**config.mk**
```make
export PLATFORM = sky130hd
export DESIGN_NAME = hbm_rd_req
export DESIGN_NICKNAME = d
export VERILOG_FILES = /design/src/rtl/hbm_rd_req.sv
export SDC_FILE = /design/constraint.sdc
export NUM_CORES = 1
export LEC_CHECK = 0
export BUFFER_PORTS_ARGS = -buffer_cell sky130_fd_sc_hd__buf_2
export CAP_MARGIN = 30
export CORE_ASPECT_RATIO = 0.75
export CORE_MARGIN = 2
export CORE_UTILIZATION = 51
export DETAILED_ROUTE_END_ITERATION = 10
export MAX_ROUTING_LAYER = met4
export PLACE_DENSITY = 0.79
export SLEW_MARGIN = 20
export SYNTH_ARGS = -nofsm -noshare
export SYNTH_HDL_FRONTEND = slang
export SYNTH_SLANG_ARGS = --single-unit
```
**constraint.sdc**
```tcl
create_clock -name clk -period 5.01 [get_ports clk]
set_clock_uncertainty 0.1 [all_clocks]
set_input_delay 0.2505 -clock clk [delete_from_list [all_inputs] [get_ports clk]]
set_output_delay 0.2505 -clock clk [all_outputs]
set_load 0.005 [all_outputs]
```
**src/rtl/hbm_rd_req.sv**
```systemverilog
// rtl/hbm_rd_req.sv - HBM AXI3 read-request generator interleaving bursts from two regions
module hbm_rd_req #(
  parameter int                  ADDR_WIDTH      = 33,
  parameter int                  ID_WIDTH        = 6,
  parameter int                  BURST_LEN       = 8,
  parameter int                  MAX_OUTSTANDING = 16,
  parameter logic [ID_WIDTH-1:0] A_TAG           = 6'd0,
  parameter logic [ID_WIDTH-1:0] B_TAG           = 6'd1
) (
  input  logic                  clk,
  input  logic                  rst_n,
  input  logic                  start,
  input  logic [ADDR_WIDTH-1:0] a_base_addr,
  input  logic [ADDR_WIDTH-1:0] b_base_addr,
  input  logic [31:0]           a_length,
  input  logic [31:0]           b_length,
  output logic                  m_axi_ARVALID,
  input  logic                  m_axi_ARREADY,
  output logic [ADDR_WIDTH-1:0] m_axi_ARADDR,
  output logic [3:0]            m_axi_ARLEN,
  output logic [ID_WIDTH-1:0]   m_axi_ARID,
  output logic [2:0]            m_axi_ARSIZE,
  output logic [1:0]            m_axi_ARBURST,
  input  logic                  rd_burst_done,
  output logic                  busy,
  output logic                  done,
  output logic [31:0]           ar_a_counter,
  output logic [31:0]           ar_b_counter,
  output logic [4:0]            outstanding
);

  localparam int         BEAT_W      = 27;
  localparam logic [1:0] S_IDLE      = 2'd0;
  localparam logic [1:0] S_ISSUE     = 2'd1;
  localparam logic [1:0] S_DRAIN     = 2'd2;
  localparam logic [4:0] BURST_BEATS = 5'(BURST_LEN);
  localparam logic [4:0] MAX_OUT     = 5'(MAX_OUTSTANDING);

  logic [1:0]            state_q, state_d;
  logic [ADDR_WIDTH-1:0] a_addr_q, a_addr_d, b_addr_q, b_addr_d;
  logic [BEAT_W-1:0]     a_rem_q, a_rem_d, b_rem_q, b_rem_d;
  logic                  turn_b_q, turn_b_d;
  logic                  arvalid_q, arvalid_d;
  logic [ADDR_WIDTH-1:0] araddr_q, araddr_d;
  logic [3:0]            arlen_q, arlen_d;
  logic [ID_WIDTH-1:0]   arid_q, arid_d;
  logic                  ar_is_b_q, ar_is_b_d;
  logic [4:0]            out_q, out_d;
  logic [31:0]           a_cnt_q, a_cnt_d, b_cnt_q, b_cnt_d;
  logic                  done_q, done_d;

  logic                  ar_hs;
  logic                  pick_b;
  logic [BEAT_W-1:0]     sel_rem;
  logic [4:0]            beats;
  logic [ADDR_WIDTH-1:0] step_bytes;
  logic                  work_left;
  logic                  slot_free;
  logic                  load;
  logic                  unused_len_bits;

  // Lengths are whole 32-byte beats, so their low bits carry no information.
  assign unused_len_bits = ^{a_length[4:0], b_length[4:0]};

  assign ar_hs      = arvalid_q & m_axi_ARREADY;
  assign pick_b     = (a_rem_q == '0) || (turn_b_q && (b_rem_q != '0));
  assign sel_rem    = pick_b ? b_rem_q : a_rem_q;
  assign beats      = (sel_rem >= BEAT_W'(BURST_LEN)) ? BURST_BEATS : sel_rem[4:0];
  assign step_bytes = ADDR_WIDTH'({beats, 5'b0_0000});
  assign work_left  = (a_rem_q != '0) || (b_rem_q != '0);
  assign slot_free  = !arvalid_q || ar_hs;
  // Capacity is judged on next-cycle occupancy so a freshly presented request never exceeds the limit.
  assign load       = (state_q == S_ISSUE) && slot_free && work_left && (out_d < MAX_OUT);

  always_comb begin
    out_d = out_q;
    if (ar_hs && !rd_burst_done) begin
      out_d = out_q + 5'd1;
    end else if (!ar_hs && rd_burst_done && (out_q != 5'd0)) begin
      out_d = out_q - 5'd1;
    end
  end

  always_comb begin
    state_d   = state_q;
    a_addr_d  = a_addr_q;
    b_addr_d  = b_addr_q;
    a_rem_d   = a_rem_q;
    b_rem_d   = b_rem_q;
    turn_b_d  = turn_b_q;
    arvalid_d = arvalid_q;
    araddr_d  = araddr_q;
    arlen_d   = arlen_q;
    arid_d    = arid_q;
    ar_is_b_d = ar_is_b_q;
    a_cnt_d   = a_cnt_q;
    b_cnt_d   = b_cnt_q;
    done_d    = 1'b0;

    if (ar_hs) begin
      if (ar_is_b_q) b_cnt_d = b_cnt_q + 32'd1;
      else           a_cnt_d = a_cnt_q + 32'd1;
    end

    case (state_q)
      S_IDLE: begin
        if (start) begin
          a_addr_d = a_base_addr;
          b_addr_d = b_base_addr;
          a_rem_d  = a_length[31:5];
          b_rem_d  = b_length[31:5];
          turn_b_d = 1'b0;
          a_cnt_d  = 32'd0;
          b_cnt_d  = 32'd0;
          state_d  = ((a_length[31:5] != '0) || (b_length[31:5] != '0)) ? S_ISSUE : S_DRAIN;
        end
      end
      S_ISSUE: begin
        if (slot_free) arvalid_d = 1'b0;
        if (ar_hs && !work_left) state_d = S_DRAIN;
        // Remaining beats and region address are committed when the request is presented.
        if (load) begin
          arvalid_d = 1'b1;
          araddr_d  = pick_b ? b_addr_q : a_addr_q;
          arlen_d   = 4'(beats - 5'd1);
          arid_d    = pick_b ? B_TAG : A_TAG;
          ar_is_b_d = pick_b;
          turn_b_d  = !pick_b;
          if (pick_b) begin
            b_rem_d  = b_rem_q - BEAT_W'(beats);
            b_addr_d = b_addr_q + step_bytes;
          end else begin
            a_rem_d  = a_rem_q - BEAT_W'(beats);
            a_addr_d = a_addr_q + step_bytes;
          end
        end
      end
      S_DRAIN: begin
        if (out_d == 5'd0) begin
          state_d = S_IDLE;
          done_d  = 1'b1;
        end
      end
      default: state_d = S_IDLE;
    endcase
  end

  always_ff @(posedge clk) begin
    if (!rst_n) begin
      state_q   <= S_IDLE;
      a_addr_q  <= '0;
      b_addr_q  <= '0;
      a_rem_q   <= '0;
      b_rem_q   <= '0;
      turn_b_q  <= 1'b0;
      arvalid_q <= 1'b0;
      araddr_q  <= '0;
      arlen_q   <= '0;
      arid_q    <= '0;
      ar_is_b_q <= 1'b0;
      out_q     <= '0;
      a_cnt_q   <= '0;
      b_cnt_q   <= '0;
      done_q    <= 1'b0;
    end else begin
      state_q   <= state_d;
      a_addr_q  <= a_addr_d;
      b_addr_q  <= b_addr_d;
      a_rem_q   <= a_rem_d;
      b_rem_q   <= b_rem_d;
      turn_b_q  <= turn_b_d;
      arvalid_q <= arvalid_d;
      araddr_q  <= araddr_d;
      arlen_q   <= arlen_d;
      arid_q    <= arid_d;
      ar_is_b_q <= ar_is_b_d;
      out_q     <= out_d;
      a_cnt_q   <= a_cnt_d;
      b_cnt_q   <= b_cnt_d;
      done_q    <= done_d;
    end
  end

  assign m_axi_ARVALID = arvalid_q;
  assign m_axi_ARADDR  = araddr_q;
  assign m_axi_ARLEN   = arlen_q;
  assign m_axi_ARID    = arid_q;
  assign m_axi_ARSIZE  = 3'b101;
  assign m_axi_ARBURST = 2'b01;
  assign busy          = (state_q != S_IDLE);
  assign done          = done_q;
  assign ar_a_counter  = a_cnt_q;
  assign ar_b_counter  = b_cnt_q;
  assign outstanding   = out_q;

endmodule

```
# == Yosys cells after proc, flatten, opt, wreduce, memory -nomap -nowiden ==
# Index checks and enable logic that the tools add are counted.
# totals
register_bits,238
mem_count,0
latchBits,0
wordCells,111
mem_bits_ro,0
input_bits,135
ram_bits,0
out_inout_bits,120
# op_classes
div_mod_pow,0
n_mux,41
bitwise,1
add_sub_neg,9
shift,0
magnitude_cmp,2
multipliers,0
eq_ne,8
reduce_logical,35
# ops
op,count
$mux W32,8
$mux W33,7
$mux W27,7
$pmux W33 S2,2
$pmux W27 S2,2
$reduce_bool A27 Y1,4
$add A33 B10 Y33,2
$add A32 B1 Y32 const B,2
$sub A27 B5 Y27,2
$ge A27 B4 Y1 const B,1
$logic_not A27 Y1,1
$mux W5,3
$ne A2 B2 Y1 const B,5
$logic_and A1 B1 Y1,8
$mux W2,4
$reduce_and A4 Y1,2
$mux W1,6
$pmux W2 S3,1
$reduce_and A2 Y1,3
$reduce_and A3 Y1,2
$reduce_bool A2 Y1,3
$add A5 B1 Y5 const B,1
$logic_not A1 Y1,5
$logic_not A5 Y1,1
11 further kinds,14

# == Longest topological paths before layout ==
# Gate-level depths: netlist of run 1.
# depth
ltp_word,10
mapped_depth,18
depth_no_buf,16

# == Worst setup path after synthesis of run 1 ==
# Ideal clock, no wire load.
# synth_timing
path_kind,register to register
from,register b_rem_q[6]
to,register b_rem_q[18]
arrival_ns,4.551
n_path_buf,1
period_less_slack_ns,4.770
slack_ns,0.240
stages_incl_launch_ff,16
setup_ns,0.119
required_ns,4.791
path_cell_list,dfxtp_1 -> or4_1 -> buf_2 -> or3_4 -> o41ai_4 -> nand2_2 -> mux2i_1 -> or2_2 -> fa_1 -> a21oi_1 -> o21ai_0 -> nand3b_1 -> or4_1 -> nor4_1 -> a31oi_1 -> o221a_2
# synth_between
elab_chain_cells,10
elab_cells_between_ends,16
cone_classes,add/sub (1); order compare (1); eq/ne (2); mux (5); reduce/logical (7)
# synth_lines
item,line_no,rtl
start: declaration,41,"logic [BEAT_W-1:0] a_rem_q, a_rem_d, b_rem_q, b_rem_d;"
start signal: assignment,170,b_rem_q <= b_rem_d;
$reduce_bool A27 Y1,"66, 70",
$logic_and A1 B1 Y1,66,assign pick_b = (a_rem_q == '0) || (turn_b_q && (b_rem_q != '0));
$logic_or A1 B1 Y1,66,
$mux W27,67,assign sel_rem = pick_b ? b_rem_q : a_rem_q;
$ge A27 B4 Y1,68,assign beats = (sel_rem >= BEAT_W'(BURST_LEN)) ? BURST_BEATS : sel_rem[4:0];
$mux W5,68,
$sub A27 B5 Y27,130,b_rem_d = b_rem_q - BEAT_W'(beats);
$mux W27,129,if (pick_b) begin
$mux W27,122,if (load) begin
$pmux W27 S2,105,case (state_q)
# Parallel ways exist; a longest one is shown, timed or not. The select of a mux whose other input is x is not followed.
# A chain may end at the register's enable or synchronous reset.

# == Worst setup path after layout of run 1 ==
# layout_timing
from,register b_rem_q[6]
to,register b_rem_q[20]
# The elaborated chain is that of the path after synthesis.

==> results of run 1 <==
[sequential cells by signal, indices dropped and copies added, names as in the netlist, 2 cells and up]
name          cells
a_addr_q         33
a_rem_q          27
ar_a_counter     32
ar_b_counter     32
b_addr_q         33
b_rem_q          27
m_axi_ARADDR     33
m_axi_ARLEN       4
outstanding       5
state_q           2
[worst min-delay path by stage]
stage	from	to	cells past startpoint
floorplan	a_base_addr[0]	a_addr_q[0]	2
global placement	m_axi_ARLEN[3]	m_axi_ARLEN[3]	2
detailed placement	m_axi_ARLEN[3]	m_axi_ARLEN[3]	2
CTS	a_base_addr[11]	a_addr_q[11]	3
global route	a_length[31]	a_rem_q[26]	3
finish	a_base_addr[11]	a_addr_q[11]	3
[kinds of logic (layout without fill, tap and decap cells)]
logic type,Yosys count,in the layout
flops,232,232
mux,3,3
compound gates,470,470
buf+inv,156,421
xor+xnor,63,63
fa+ha+maj,29,29
simple gates,725,725
other cells,2,18
[timing repair]
item | in CTS | in global routing
resized for setup | 0 | 6
endpoints found under the hold margin | 74 | 0
setup buffers | 0 | 0
setup endpoints to repair | 0 | 25
hold buffers | 74 | 0
[report_power, final]
group          switching [mW]  total, mW  internal (mW)
Clock                   0.820       2.26           1.44
Combinational           0.729       1.22          0.489
Sequential              0.161       2.15           1.98
[cell usage after synthesis (16+ instances only)]
cell type | n | area share [%]
nor2_1 | 220 | 6.5
o31ai_1 | 16 | 0.94
a21oi_1 | 132 | 5.2
o21ai_0 | 106 | 4.2
inv_1 | 30 | 0.88
a211oi_1 | 39 | 2.3
nor4_1 | 27 | 1.3
or3_1 | 21 | 1.0
clkbuf_1 | 82 | 2.4
nand4_1 | 23 | 1.1
xor2_1 | 40 | 2.7
nand3_1 | 65 | 2.6
a311oi_1 | 42 | 2.9
nor3_1 | 40 | 1.6
a31oi_1 | 26 | 1.3
ha_1 | 25 | 2.5
dfxtp_1 | 232 | 36
and3_1 | 21 | 1.0
xnor2_1 | 23 | 1.6
nand2_1 | 239 | 7.0
[routing by layer]
layer / up-vias / share of wire [%] / wire length (um) / GRT usage, %
li1: 6592 / - / - / -
met4: 0 / 4.0 / 1630 / 12.1
met5: - / 0 / 0 / -
met1: 6469 / 43 / 17900 / 42.4
met2: 732 / 43 / 17700 / 45.5
met3: 119 / 9.6 / 3930 / 4.73
[layout make-up]
cell class,instances,area share [%]
sequential,232,29.1
inverter,32,0.759
tap,338,2.65
timing repair buffer,341,13.8
multi-input combinational,1304,47.3
antenna,4,0.0626
clock inverter,17,1.87
clock buffer,31,4.51
[critical path, delay by kind of cell (launching register included)]
family	cells	cell delay, ns
AO/OA/AOI/OAI	5	1.09
adder cells (fa/ha/maj)	1	0.44
buffers and inverters	1	0.19
flip-flops	1	0.38
multiplexers	1	0.15
AND/OR/NAND/NOR	7	2.30
==> results.py, run 1 <==
metrics = {
    "critical_path": {
        "timing.rr.start": "b_rem_q[6]",
        "crit_path_start": "b_rem_q[6]",
        "critPathMaxStageDelay_ns": 0.60,
        "startpoint_type": "flop",
        "end_kind": "flop",
        "rrSetupSlack_ns": 0.25,
        "crit_end": "b_rem_q[20]",
        "critPathArrivalTime_ns": 5.10,
        "crit_top_cell": "o21ai_0",
        "worstSetupPathType": "reg -> reg",
        "crit_chain": "or4_4, or3_4, o41ai_4, nand2_2, mux2i_1, or2_2, fa_1, a21oi_1, o21ai_0, nand3b_1, or4_1, buf_4, o21ai_0, nand2_1, a32o_1",
        "r2r_end": "b_rem_q[20]",
        "slowest_stage": "or4_4",
        "crit_path_max_fanout": 7,
        "crit_required_ns": 5.34,
        "r2r_cells": 15,
    },
    "clocking": {
        "clock_sinks": 232,
        "cts.path.max_buffers": 3,
        "cts_max_level": 1,
        "cts_tree": "done",
        "clk_pin_slew_worst_paths_ns": 0.06,
        "clock_latency_ns": 0.54,
        "root_buffer": "clkbuf_16",
        "cts_made_buffers": 26,
    },
    "synthesis": {
        "synth-edff-count": 0,
        "ys_ff_latch": 232,
        "synth_fa_ha_area_share_pct": 3.08,
        "syn_inst": 1680,
        "synth_compound_area_share_pct": 24.2,
        "synth_top_family_by_area": "simple AND/OR/NAND/NOR gates",
        "yosysSeqAreaShare_pct": 36.4,
        "netlist_area_um2": 12800,
        "yosys_most_used_dff": "dfxtp_1",
        "synth.area.mux_share_pct": 0.235,
        "yosysUniqueCellTypes": 77,
        "synth.avg_cell_area_um2": 7.59,
        "yosys_warnings": 0,
        "synthArstFlopShare_pct": 0,
        "synth_xor_xnor_area_share_pct": 4.33,
        "synth-simple-area-share_pct": 26.3,
    },
    "place": {
        "place.gp.congestion": 0.922,
        "place_ws_ns": 0.107,
        "numPortBuffers": 234,
        "place_area_um2": 14100,
        "post-place-cells": 2171,
        "place_hpwl_um": 27500,
    },
    "timing": {
        "rsz0062_at_grt": "no",
        "setup_viol": 0,
        "whs_ns": 0.0142,
        "worst_slack_ns": 0.249,
        "fmax_mhz": 210,
        "tightest_slew_ns": 0.894,
        "fin_tns_setup_ns": 0,
        "hold_violations": 0,
        "relSlewSlack_pct": 40.4,
        "post-route-period-util_pct": 95.0,
        "fin_crit_ns": 4.76,
        "slew_violations": 0,
    },
    "route": {
        "wire_per_inst_um": 17.9,
        "post-route-drc-count": 0,
        "dr.pass1.iters": 6,
        "vias_per_cell": 6.05,
        "drtAntennaViolNets": 0,
        "routed_wl_um": 41100,
        "via_count": 13900,
        "drtIter0Drc": 1592,
    },
    "global_routing": {
        "grt_pass1_vias": 12700,
        "grt_pass1_wl_um": 65700,
        "gr-total-overflow": 0,
        "grt_start_max_net_pins": 106,
        "antenna_found_initial": 3,
        "grtUsageTotal_pct": 30.8,
    },
    "power_and_ir_drop": {
        "irDropWorstVdd_v": 0.000232,
        "leakagePower_nw": 6.32,
        "p_per_area_nw_per_um2": 352,
        "power_mw": 5.62,
    },
    "floorplanning": {
        "die_y_um": 141,
        "die_area_um2": 26300,
        "rows": 50,
        "pin_count": 255,
        "design.core.area_um2": 24800,
        "start_util_pct": 51.5,
        "die_width_um": 187,
    },
    "final_layout": {
        "final_util_pct": 64.5,
        "fill_cells": 2134,
        "syn2layout_area_growth_pct": 25.3,
        "fin_cells": 2299,
        "layout.nets": 2101,
        "regArea_um2": 4640,
        "final_common_cell": "nand2_1",
        "layout-drive-gt1-share_pct": 18.3,
        "final_cell_mix": "nand2_1 (237), buf_2 (235), dfxtp_1 (232)",
        "final_area_um2": 16000,
        "multiInputGateArea_um2": 7560,
    },
    "min_path": {
        "hold_class": "in -> reg",
    },
    "run": {
        "cap_viol_max_count": 0,
    },
    "status": {
        "status": "finished clean",
    },
}
(Power assumes the default switching activity.)
==> run 2: changes to the inputs <==
MAX_ROUTING_LAYER = not set   (was met4)
==> run 2 against run 1 <==
Effect of this change: non-clock buffer count is the same; critical path depth grew 2; largest power group unchanged; maximum frequency grew 0.10%; register-to-register slack is essentially flat; flip-flop and latch count is the same; clock-buffer cell count is the same.
==> results.py, run 2 (synthesis gave the netlist of run 1 again) <==
metrics = {
    "place": {
        "place.gp.congestion": 0.907,
        "place_hpwl_um": 27500,
        "numPortBuffers": 234,
    },
    "clocking": {
        "cts_made_buffers": 26,
        "root_buffer": "clkbuf_16",
        "cts_setup_buffers": 0,
        "cts_tree": "done",
        "clk_pin_slew_worst_paths_ns": 0.07,
        "cts_max_level": 1,
        "clock_latency_ns": 0.54,
        "cts.path.max_buffers": 3,
        "clock_sinks": 232,
    },
    "floorplanning": {
        "rows": 50,
        "design.core.area_um2": 24800,
        "pin_count": 255,
        "die_area_um2": 26300,
        "die_y_um": 141,
        "start_util_pct": 51.5,
        "die_width_um": 187,
    },
    "critical_path": {
        "crit_required_ns": 5.33,
        "critPathMaxStageDelay_ns": 0.60,
        "end_kind": "flop",
        "rrSetupSlack_ns": 0.25,
        "worstSetupPathType": "reg -> reg",
        "crit_path_start": "b_rem_q[6]",
        "slowest_stage": "or4_4",
        "crit_path_max_fanout": 11,
        "crit_top_cell": "nor2_1",
        "r2r_end": "a_addr_q[18]",
        "startpoint_type": "flop",
        "critPathArrivalTime_ns": 5.08,
        "crit_chain": "or4_4, or3_4, o41ai_4, nand2_2, mux2i_1, or2_2, buf_4, inv_1, ha_1, a211oi_1, nor2_1, o31ai_1, buf_4, nor2_1, a21oi_1, nor2_1, o221a_2",
        "crit_family": "simple AND/OR/NAND/NOR gates",
        "timing.rr.start": "b_rem_q[6]",
        "worst-path-buf-inv": 3,
        "crit_end": "a_addr_q[18]",
        "r2r_cells": 17,
        "crit_cells": 17,
    },
    "power_and_ir_drop": {
        "p_comb_share_pct": 21.6,
        "seq_power_share_pct": 38.2,
        "p_sw_mw": 1.70,
        "clockPowerShare_pct": 40.2,
        "internal_power_mw": 3.91,
        "swShare_pct": 30.3,
        "p_per_area_nw_per_um2": 351,
        "power_mw": 5.62,
        "irDropWorstVdd_v": 0.000229,
        "leakagePower_nw": 6.32,
    },
    "timing": {
        "fmax_mhz": 210,
        "hold_violations": 0,
        "fin_crit_ns": 4.76,
        "rsz0062_at_grt": "no",
        "setup_viol": 0,
        "post-route-period-util_pct": 94.9,
        "slew_violations": 0,
        "relSlewSlack_pct": 41.3,
        "fin_tns_setup_ns": 0,
        "tightest_slew_ns": 0.880,
    },
    "route": {
        "drtIter0Drc": 1584,
        "dr.pass1.iters": 6,
        "via_count": 13900,
        "wire_per_inst_um": 17.8,
        "drtAntennaViolNets": 0,
        "post-route-drc-count": 0,
        "routed_wl_um": 40900,
        "vias_per_cell": 6.03,
    },
    "final_layout": {
        "layout-drive-gt1-share_pct": 18.3,
        "syn2layout_area_growth_pct": 25.3,
        "multiInputGateArea_um2": 7560,
        "final_common_cell": "nand2_1",
        "layout.nets": 2101,
        "final_cell_mix": "nand2_1 (237), buf_2 (235), dfxtp_1 (232)",
        "regArea_um2": 4640,
        "fill_cells": 2134,
    },
    "global_routing": {
        "gr-total-overflow": 0,
        "grtUsageTotal_pct": 29.8,
        "grt_pass1_vias": 12800,
        "antenna_found_initial": 3,
        "grt_pass1_wl_um": 65600,
        "grt_start_max_net_pins": 106,
    },
    "run": {
        "cap_viol_max_count": 0,
    },
    "min_path": {
        "hold_class": "in -> reg",
    },
    "status": {
        "status": "finished clean",
    },
}
## run 2: cell counts in the layout (fill, tap and decap cells not counted)
Identical to the previous run, type by type.
## run 2: cell type report
| class | count | share of cell area [%] |
|---|---|---|
| clock inverters | 17 | 1.87 |
| diodes | 4 | 0.0626 |
| multi-input cells | 1304 | 47.3 |
| well taps | 338 | 2.65 |
| repair buffers | 341 | 13.8 |
| clock buffers | 31 | 4.51 |
| flip-flops and latches | 232 | 29.1 |
| inverters | 32 | 0.759 |
## run 2: metrics by stage
stage                     cell area [um^2]  instances  setup slack, ns  hold WS, ns  util (%)
after floorplan                      12800       1692            0.240        0.286         -
after CTS                            15900       2293           0.0852      0.00176      64.1
after global placement               14100       2170            0.293        0.316      57.0
after detailed placement             14100       2171            0.107        0.317      57.0
after global routing                 16000       2298           0.0292       0.0293      64.5
final                                16000       2299            0.254       0.0182      64.5
## run 2: how the worst min path moves through the flow
stage	from	endpoint	depth (start not counted)
2_1_floorplan	a_base_addr[0]	a_addr_q[0]	2
3_3_place_gp	m_axi_ARLEN[3]	m_axi_ARLEN[3]	2
3_5_place_dp	m_axi_ARLEN[3]	m_axi_ARLEN[3]	2
4_1_cts	a_base_addr[11]	a_addr_q[11]	3
5_1_grt	a_length[31]	a_rem_q[26]	3
6_report	b_length[18]	b_rem_q[13]	3
## run 2: per-layer routing
metal | share of wire (%) | GRT usage, % | up-vias
met5 | 0 | 0 | -
met4 | 4.1 | 12.2 | 0
met3 | 9.4 | 5.13 | 117
met2 | 43 | 45.4 | 692
met1 | 43 | 42.0 | 6463
li1 | - | - | 6585
## run 2: worst register-to-register path, delay by kind of cell, from the launching register on
kind | cells | cell delay, ns
and+or+nand+nor | 7 | 1.82
AOI/OAI and AO/OA | 5 | 1.42
buffers and inverters | 3 | 0.54
DFF | 1 | 0.37
adders and majority gates | 1 | 0.24
muxes | 1 | 0.15
## run 2: repair_timing
item                       CTS  global route
hold buffers                74             0
setup endpoints to repair    0            25
gates resized for setup      0             6
hold endpoints to repair    74             0
## run 2: power by group through the flow
stage	Combinational [mW]	Clock (mW)	Sequential, mW
2_1_floorplan	0.803	0	2.13
3_3_place_gp	1.08	0	2.17
3_5_place_dp	1.12	0	2.18
4_1_cts	1.17	2.27	2.14
5_1_grt	1.34	2.34	2.16
6_report	1.21	2.26	2.15
